<file path="config.mk">
export PLATFORM = sky130hd
export DESIGN_NAME = instr_encoder_flat
export DESIGN_NICKNAME = d
export VERILOG_FILES = /design/src/rtl/instr_encoder_pkg.sv /design/src/rtl/instr_encoder_if.sv /design/src/rtl/instr_encoder_pack.sv /design/src/rtl/instr_encoder.sv /design/src/flat_wrapper.sv
export SDC_FILE = /design/constraint.sdc
export NUM_CORES = 1
export LEC_CHECK = 0
export CAP_MARGIN = 20
export CORE_ASPECT_RATIO = 1.2
export CORE_MARGIN = 5
export CORE_UTILIZATION = 55
export DETAILED_ROUTE_END_ITERATION = 6
export DONT_BUFFER_PORTS = 1
export GPL_TIMING_DRIVEN = 0
export PLACE_DENSITY = 0.76
export SYNTH_ARGS = -nofsm -noshare
export SYNTH_HDL_FRONTEND = slang
export SYNTH_SLANG_ARGS = --single-unit
</file>
<file path="constraint.sdc">
create_clock -name clk -period 3.1 [get_ports clk]
set_input_delay 0.31 -clock clk [delete_from_list [all_inputs] [get_ports clk]]
set_output_delay 0.31 -clock clk [all_outputs]
set_load 0.01 [all_outputs]
</file>
<file path="src/rtl/instr_encoder_pkg.sv">
// Shared definitions for the instruction encoder: class codes, RV opcodes,
// common funct values and the load-control state enum.
package instr_encoder_pkg;

   localparam logic [2:0] CLS_R  = 3'd0;
   localparam logic [2:0] CLS_I1 = 3'd1;
   localparam logic [2:0] CLS_I2 = 3'd2;
   localparam logic [2:0] CLS_S  = 3'd3;
   localparam logic [2:0] CLS_B  = 3'd4;
   localparam logic [2:0] CLS_J  = 3'd5;

   localparam logic [6:0] OP_R  = 7'b0110011;
   localparam logic [6:0] OP_I1 = 7'b0000011;
   localparam logic [6:0] OP_I2 = 7'b0010011;
   localparam logic [6:0] OP_S  = 7'b0100011;
   localparam logic [6:0] OP_B  = 7'b1100011;
   localparam logic [6:0] OP_J  = 7'b1101111;

   localparam logic [6:0] F7_MUL = 7'b0000001;
   localparam logic [2:0] F3_LDB = 3'b000;
   localparam logic [2:0] F3_STB = 3'b000;

   typedef enum logic [1:0] {ST_IDLE, ST_RUN, ST_DONE} state_e;

   // True when v is representable as a w-bit two's-complement value.
   function automatic logic imm_fits(input logic [31:0] v, input int w);
      logic signed [31:0] s;
      s = $signed(v) >>> (w - 1);
      return (s == '0) || (s == '1);
   endfunction

endpackage

</file>
<file path="src/rtl/instr_encoder_if.sv">
// Field-bundle input handshake plus instruction-memory write port.
interface instr_encoder_if #(
   parameter int ADDR_W = 10
);
   logic              in_valid;
   logic              in_ready;
   logic [2:0]        in_cls;
   logic [2:0]        in_funct3;
   logic [6:0]        in_funct7;
   logic [4:0]        in_rs1;
   logic [4:0]        in_rs2;
   logic [4:0]        in_rd;
   logic [31:0]       in_imm;
   logic              imem_we;
   logic              imem_ready;
   logic [ADDR_W+1:0] imem_addr;
   logic [31:0]       imem_wdata;

   modport slave (
      input  in_valid, in_cls, in_funct3, in_funct7, in_rs1, in_rs2, in_rd, in_imm,
      input  imem_ready,
      output in_ready, imem_we, imem_addr, imem_wdata
   );

   modport master (
      output in_valid, in_cls, in_funct3, in_funct7, in_rs1, in_rs2, in_rd, in_imm,
      output imem_ready,
      input  in_ready, imem_we, imem_addr, imem_wdata
   );
endinterface

</file>
<file path="src/rtl/instr_encoder_pack.sv">
// Combinational field packer: class + fields -> 32-bit word and a legal flag.
// Optional IMM_RANGE_CHECK_EN rejects immediates that do not fit their field.
module instr_pack
   import instr_encoder_pkg::*;
(
   input  logic [2:0]  i_cls,
   input  logic [2:0]  i_funct3,
   input  logic [6:0]  i_funct7,
   input  logic [4:0]  i_rs1,
   input  logic [4:0]  i_rs2,
   input  logic [4:0]  i_rd,
   input  logic [31:0] i_imm,
   output logic [31:0] o_word,
   output logic        o_legal
);

   always_comb begin
      o_word  = '0;
      o_legal = 1'b1;
      case (i_cls)
         CLS_R:  o_word = {i_funct7, i_rs2, i_rs1, i_funct3, i_rd, OP_R};
         CLS_I1: o_word = {i_imm[11:0], i_rs1, i_funct3, i_rd, OP_I1};
         CLS_I2: o_word = {i_imm[11:0], i_rs1, i_funct3, i_rd, OP_I2};
         CLS_S:  o_word = {i_imm[11:5], i_rs2, i_rs1, i_funct3, i_imm[4:0], OP_S};
         CLS_B:  o_word = {i_imm[12], i_imm[10:5], i_rs2, i_rs1, i_funct3,
                           i_imm[4:1], i_imm[11], OP_B};
         CLS_J:  o_word = {i_imm[20], i_imm[10:1], i_imm[11], i_imm[19:12], i_rd, OP_J};
         default: o_legal = 1'b0;
      endcase
`ifdef IMM_RANGE_CHECK_EN
      case (i_cls)
         CLS_I1, CLS_I2, CLS_S: if (!imm_fits(i_imm, 12)) o_legal = 1'b0;
         CLS_B: if (!imm_fits(i_imm, 13) || i_imm[0]) o_legal = 1'b0;
         CLS_J: if (!imm_fits(i_imm, 21) || i_imm[0]) o_legal = 1'b0;
         default: ;
      endcase
`endif
   end

`ifndef IMM_RANGE_CHECK_EN
   // Upper immediate bits are silently truncated when no range check is built in.
   logic w_unused;
   assign w_unused = ^i_imm[31:21];
`endif

endmodule

</file>
<file path="src/rtl/instr_encoder.sv">
// Instruction encoder top: accepts field bundles, packs them, and streams words
// to imem at consecutive byte addresses. Range checking via IMM_RANGE_CHECK_EN.
module instr_encoder
   import instr_encoder_pkg::*;
#(
   parameter int ADDR_W = 10,
   parameter int BASE   = 0,
   parameter int DEPTH  = 256
) (
   input  logic            clk,
   input  logic            reset,
   input  logic            start,
   instr_encoder_if.slave  bus,
   output logic [ADDR_W:0] count,
   output logic            done,
   output logic            err
);

   localparam logic [ADDR_W+1:0] BASE_ADDR = (ADDR_W+2)'(BASE);

   state_e            r_state, w_state_nxt;
   logic              r_we;
   logic [31:0]       r_wdata;
   logic [ADDR_W+1:0] r_addr;
   logic [ADDR_W:0]   r_count;
   logic              r_err;

   logic [31:0]       w_word;
   logic              w_legal;
   logic [31:0]       w_inflight;
   logic              w_ready, w_acc, w_cmpl;
   logic [ADDR_W:0]   w_cnt_nxt;

   instr_pack u_pack (
      .i_cls    (bus.in_cls),
      .i_funct3 (bus.in_funct3),
      .i_funct7 (bus.in_funct7),
      .i_rs1    (bus.in_rs1),
      .i_rs2    (bus.in_rs2),
      .i_rd     (bus.in_rd),
      .i_imm    (bus.in_imm),
      .o_word   (w_word),
      .o_legal  (w_legal)
   );

   // A bundle arriving with start would be discarded by the restart, so hold it off.
   assign w_inflight = 32'(r_count) + 32'(r_we);
   assign w_ready    = (r_state == ST_RUN) && (w_inflight < 32'(DEPTH)) &&
                       (!r_we || bus.imem_ready) && !start;
   assign w_acc      = bus.in_valid && w_ready;
   assign w_cmpl     = r_we && bus.imem_ready;
   assign w_cnt_nxt  = r_count + (ADDR_W+1)'(w_cmpl);

   always_comb begin
      w_state_nxt = r_state;
      if (start) begin
         w_state_nxt = ST_RUN;
      end else if (r_state == ST_RUN && 32'(w_cnt_nxt) == 32'(DEPTH)) begin
         w_state_nxt = ST_DONE;
      end
   end

   always_ff @(posedge clk or posedge reset) begin
      if (reset) begin
         r_state <= ST_IDLE;
         r_we    <= 1'b0;
         r_wdata <= '0;
         r_addr  <= BASE_ADDR;
         r_count <= '0;
         r_err   <= 1'b0;
      end else begin
         r_state <= w_state_nxt;
         if (start) begin
            r_we    <= 1'b0;
            r_addr  <= BASE_ADDR;
            r_count <= '0;
            r_err   <= 1'b0;
         end else begin
            if (w_cmpl) begin
               r_addr  <= r_addr + (ADDR_W+2)'(4);
               r_count <= w_cnt_nxt;
            end
            if (w_acc && w_legal) begin
               r_we    <= 1'b1;
               r_wdata <= w_word;
            end else if (w_cmpl) begin
               r_we <= 1'b0;
            end
            if (w_acc && !w_legal) r_err <= 1'b1;
         end
      end
   end

   assign bus.in_ready   = w_ready;
   assign bus.imem_we    = r_we;
   assign bus.imem_addr  = r_addr;
   assign bus.imem_wdata = r_wdata;
   assign count          = r_count;
   assign done           = (r_state == ST_DONE);
   assign err            = r_err;

endmodule

</file>
<file path="src/flat_wrapper.sv">
// flat-port wrapper written by rule: the top's interface ports become plain ports
module instr_encoder_flat import instr_encoder_pkg::*;
#(
   parameter int ADDR_W = 10,
   parameter int BASE   = 0,
   parameter int DEPTH  = 256
)
  (clk, reset, start, count, done, err, bus_in_valid, bus_in_cls, bus_in_funct3, bus_in_funct7, bus_in_rs1, bus_in_rs2, bus_in_rd, bus_in_imm, bus_imem_ready, bus_in_ready, bus_imem_we, bus_imem_addr, bus_imem_wdata);
  instr_encoder_if #(.ADDR_W(ADDR_W)) bus_i ();
  input  logic clk;
  input  logic reset;
  input  logic start;
  output logic [ADDR_W:0] count;
  output logic done;
  output logic err;
  input wire logic [$bits(bus_i.in_valid)-1:0] bus_in_valid;
  input wire logic [$bits(bus_i.in_cls)-1:0] bus_in_cls;
  input wire logic [$bits(bus_i.in_funct3)-1:0] bus_in_funct3;
  input wire logic [$bits(bus_i.in_funct7)-1:0] bus_in_funct7;
  input wire logic [$bits(bus_i.in_rs1)-1:0] bus_in_rs1;
  input wire logic [$bits(bus_i.in_rs2)-1:0] bus_in_rs2;
  input wire logic [$bits(bus_i.in_rd)-1:0] bus_in_rd;
  input wire logic [$bits(bus_i.in_imm)-1:0] bus_in_imm;
  input wire logic [$bits(bus_i.imem_ready)-1:0] bus_imem_ready;
  output wire logic [$bits(bus_i.in_ready)-1:0] bus_in_ready;
  output wire logic [$bits(bus_i.imem_we)-1:0] bus_imem_we;
  output wire logic [$bits(bus_i.imem_addr)-1:0] bus_imem_addr;
  output wire logic [$bits(bus_i.imem_wdata)-1:0] bus_imem_wdata;
  assign bus_i.in_valid = bus_in_valid;
  assign bus_i.in_cls = bus_in_cls;
  assign bus_i.in_funct3 = bus_in_funct3;
  assign bus_i.in_funct7 = bus_in_funct7;
  assign bus_i.in_rs1 = bus_in_rs1;
  assign bus_i.in_rs2 = bus_in_rs2;
  assign bus_i.in_rd = bus_in_rd;
  assign bus_i.in_imm = bus_in_imm;
  assign bus_i.imem_ready = bus_imem_ready;
  assign bus_in_ready = bus_i.in_ready;
  assign bus_imem_we = bus_i.imem_we;
  assign bus_imem_addr = bus_i.imem_addr;
  assign bus_imem_wdata = bus_i.imem_wdata;
  instr_encoder #(.ADDR_W(ADDR_W), .BASE(BASE), .DEPTH(DEPTH)) u_core (.clk(clk), .reset(reset), .start(start), .bus(bus_i), .count(count), .done(done), .err(err));
endmodule
</file>
==> impl_results.md <==
* Status: completed
* Bufs on Longest Clock Path at 2
* Combinational share of power at 16.4%
* Commonest non-fill, non-tap cell in the layout: dfrtp_1
* Setup TNS at 0 ns
* TritonCTS clock tree: built
* Die ar. at 7100 um2
* Register share of total power at 59.1%
* Worst Hold Class: in -> reg
* Hpwl dp at 4.83 mm
* Clock root cell: clkbuf_8
* Grt ovf at 0
* Die height at 91.3 um
* Unrepaired setup endpoints after global routing: false
* Clock slew at reported path FFs at 0.09 ns
* Area delta synth->final at 7.35%
* Largest net degree at the start of global routing at 40
* Final Routed Wirelength at 6.34 mm
* DRT iter0 DRCs at 78
* CTS Buf Count at 5
* Core area at 5330 um2
* Vias in the first global route at 2116
* PwrDens at 476 nW/um2
* DP Worst Slack at -0.0159 ns
* Net count, final at 355
* Sw Pwr at 430 uW
* Crit path DAT at 3.03 ns
* Worst Tran Pin Value at 0.949 ns
* Peak supply drop at 268 uV
* Most frequent cells in the layout: 55 x dfrtp_1, 25 x mux2_4, 23 x nor2_1
* Final hold vios at 0
* Number of clock sinks at 55
* Max frequency at 353 MHz
* Crit-path max FO at 8
* Syn Area/Cell at 11.1 um2
* CP max-delay cell: or4b_1
* Critical path type: reg -> reg
* Leak at 1.43 nW
* Clk network pwr share at 24.6%
* Insertion delay to the later sink of the worst-skew pair at 0.30 ns
* Worst Skew at 0.00775 ns
* Yosys reg bits at 55
* Final cycle utilization of the critical path at 91.4%
* IO buf count at 0
* DRC Markers at 0
* Utilization after layout at 61.0%
* Routed vias/inst at 5.97
* Routed Antenna Nets at 0
* Fin. max-slew vios at 0
* Library cells used by synthesis at 51
* Post-synth EDFFs at 0
* Initial antenna violation count at 0
* Post-Synthesis Cells at 274
* Slowest stage delay, CP at 0.50 ns
* Max_cap viols at 0
* Total power at 1.55 mW
* Relative slew slack at 36.2%
* Sw Ratio at 27.8%
* Placer Congestion at 0.882
* H-tree depth at 2
* Synth Flop Type: dfrtp_1
* Via Count at 2089
* Required time of the critical path at 3.30 ns
* Die X-Extent at 77.8 um
* Global-route usage over all layers at 17.8%
* WHS at 0.205 ns
* # rows at 29
* Routed len/inst at 18.1 um
* I/O pin cnt at 124
* Asr flop ratio synth at 100%
* Sequential fraction of the synthesis area at 45.4%
* Synth warnings at 0
* Initial Utilization at 56.8%
* First-pass GRT wire length at 10.4 mm
* Int Pwr at 1.12 mW
* Drt pass-1 iters at 4
* Layout cell share with drive strength beyond 1 at 19.8%
* Final worst setup slack at 0.268 ns
* CP Launch Type: register
* CP Cell Sequence: nand2_1 > clkinvlp_4 > ha_1 > ha_1 > buf_2 > xnor2_1 > or4b_1 > a211oi_1 > nand4b_1 > o21a_1
* Ant. Diodes at 0
* # setup viols final at 0
* CP endpoint kind: register
* CP dominant cell by count: ha_1
* Synth Cell Area at 3030 um2
* Post-layout minimum cycle time at 2.83 ns
-- path summary, 6_finish.rpt --
kind                               startpoint                        end  slack, ns  cells after the start
max                        u_core.bus.imem_we          u_core.r_state[0]       0.27                     10
min                            bus_imem_ready         u_core.bus.imem_we       0.20                      2
max reg2reg                u_core.bus.imem_we          u_core.r_state[0]       0.27                     10
min reg2reg                 u_core.r_state[0]          u_core.r_state[0]       0.52                      1
max in group asynchronous               reset    u_core.bus.imem_addr[5]       2.13                      3
min in group asynchronous               reset  u_core.bus.imem_wdata[10]       0.45                      2
-- final cells by class --
| class | instances | area [um2] |
|---|---|---|
| fill | 470 | 2080 |
| clock inverter | 1 | 5.00 |
| inverter | 11 | 45.0 |
| tap | 62 | 77.6 |
| multi-input combinational | 189 | 1500 |
| buffer | 19 | 115 |
| timing repair buffer | 6 | 60.1 |
| clock buffer | 7 | 76.3 |
| sequential | 55 | 1380 |
-- worst max-delay path: cells and delay by family, from the launching register on --
family,cells,cell delay [ns]
adder cells (fa/ha/maj),2,0.44
AO/OA/AOI/OAI,2,0.39
flip-flops,1,0.45
XOR/XNOR,1,0.12
AND/OR/NAND/NOR,3,0.95
buffers and inverters,2,0.37
-- metal layers --
layer  GRT usage, %  part of all wire [%]  vias to the layer above
li1               -                     -                      997
met4           5.59                   1.5                        0
met3           5.15                   7.8                        8
met2           29.3                    51                       84
met5              0                     0                        -
met1           22.4                    40                     1000
-- registers in the layout, indices dropped and copies added (netlist names) --
name	count
u_core.bus.imem_addr	10
u_core.bus.imem_wdata	30
u_core.bus.imem_we	1
u_core.count	11
u_core.err	1
u_core.r_state	2
-- per-stage QoR --
step	cells	cell area, um2
finish	350	3250
global placement	337	3110
global route	350	3250
CTS	346	3220
detailed placement	338	3130
floorplan	275	3040
-- kinds of logic (layout without fill, tap and decap cells) --
group	count (synthesis)	after routing	synth area share [%]
AND/OR/NAND/NOR	80	80	13.7
flip-flops	55	55	45.4
AO/OA/AOI/OAI	48	48	12.2
multiplexers	36	36	16.3
buffers and inverters	31	44	5.28
XOR/XNOR	20	20	5.78
adder cells (fa/ha/maj)	3	3	1.24
other	1	2	0.124
-- power by group through the flow --
stage / clock network [mW] / logic [mW] / registers, mW
final: 0.380 / 0.253 / 0.915
after global routing: 0.432 / 0.276 / 0.926
after CTS: 0.393 / 0.252 / 0.918
after detailed placement: 0 / 0.253 / 0.928
after global placement: 0 / 0.242 / 0.929
after floorplan: 0 / 0.219 / 0.903
-- cells in the mapped netlist (5+ instances only) --
master	n	area share (%)
dfrtp_1	55	45
mux2_4	25	12
nor2_1	23	2.8
a22o_1	17	4.9
nand2_1	16	2.0
inv_1	11	1.4
xor2_1	11	3.2
xnor2_1	9	2.6
a21oi_1	7	1.2
clkbuf_1	7	0.87
nor3_1	7	1.2
mux2_2	6	2.2
buf_4	5	1.2
mux2i_1	5	1.7
nand3_1	5	0.83
nand4_1	5	1.0
o21ai_0	5	0.83
-- repair_timing --
action                                 in CTS  in global routing
setup endpoints to repair                   1                  2
endpoints found under the hold margin      16                  0
resized for setup                           0                  1
pin swaps                                   0                  0
buffers inserted                            0                  4
hold buffers                                1                  0
(Power assumes the default switching activity.)
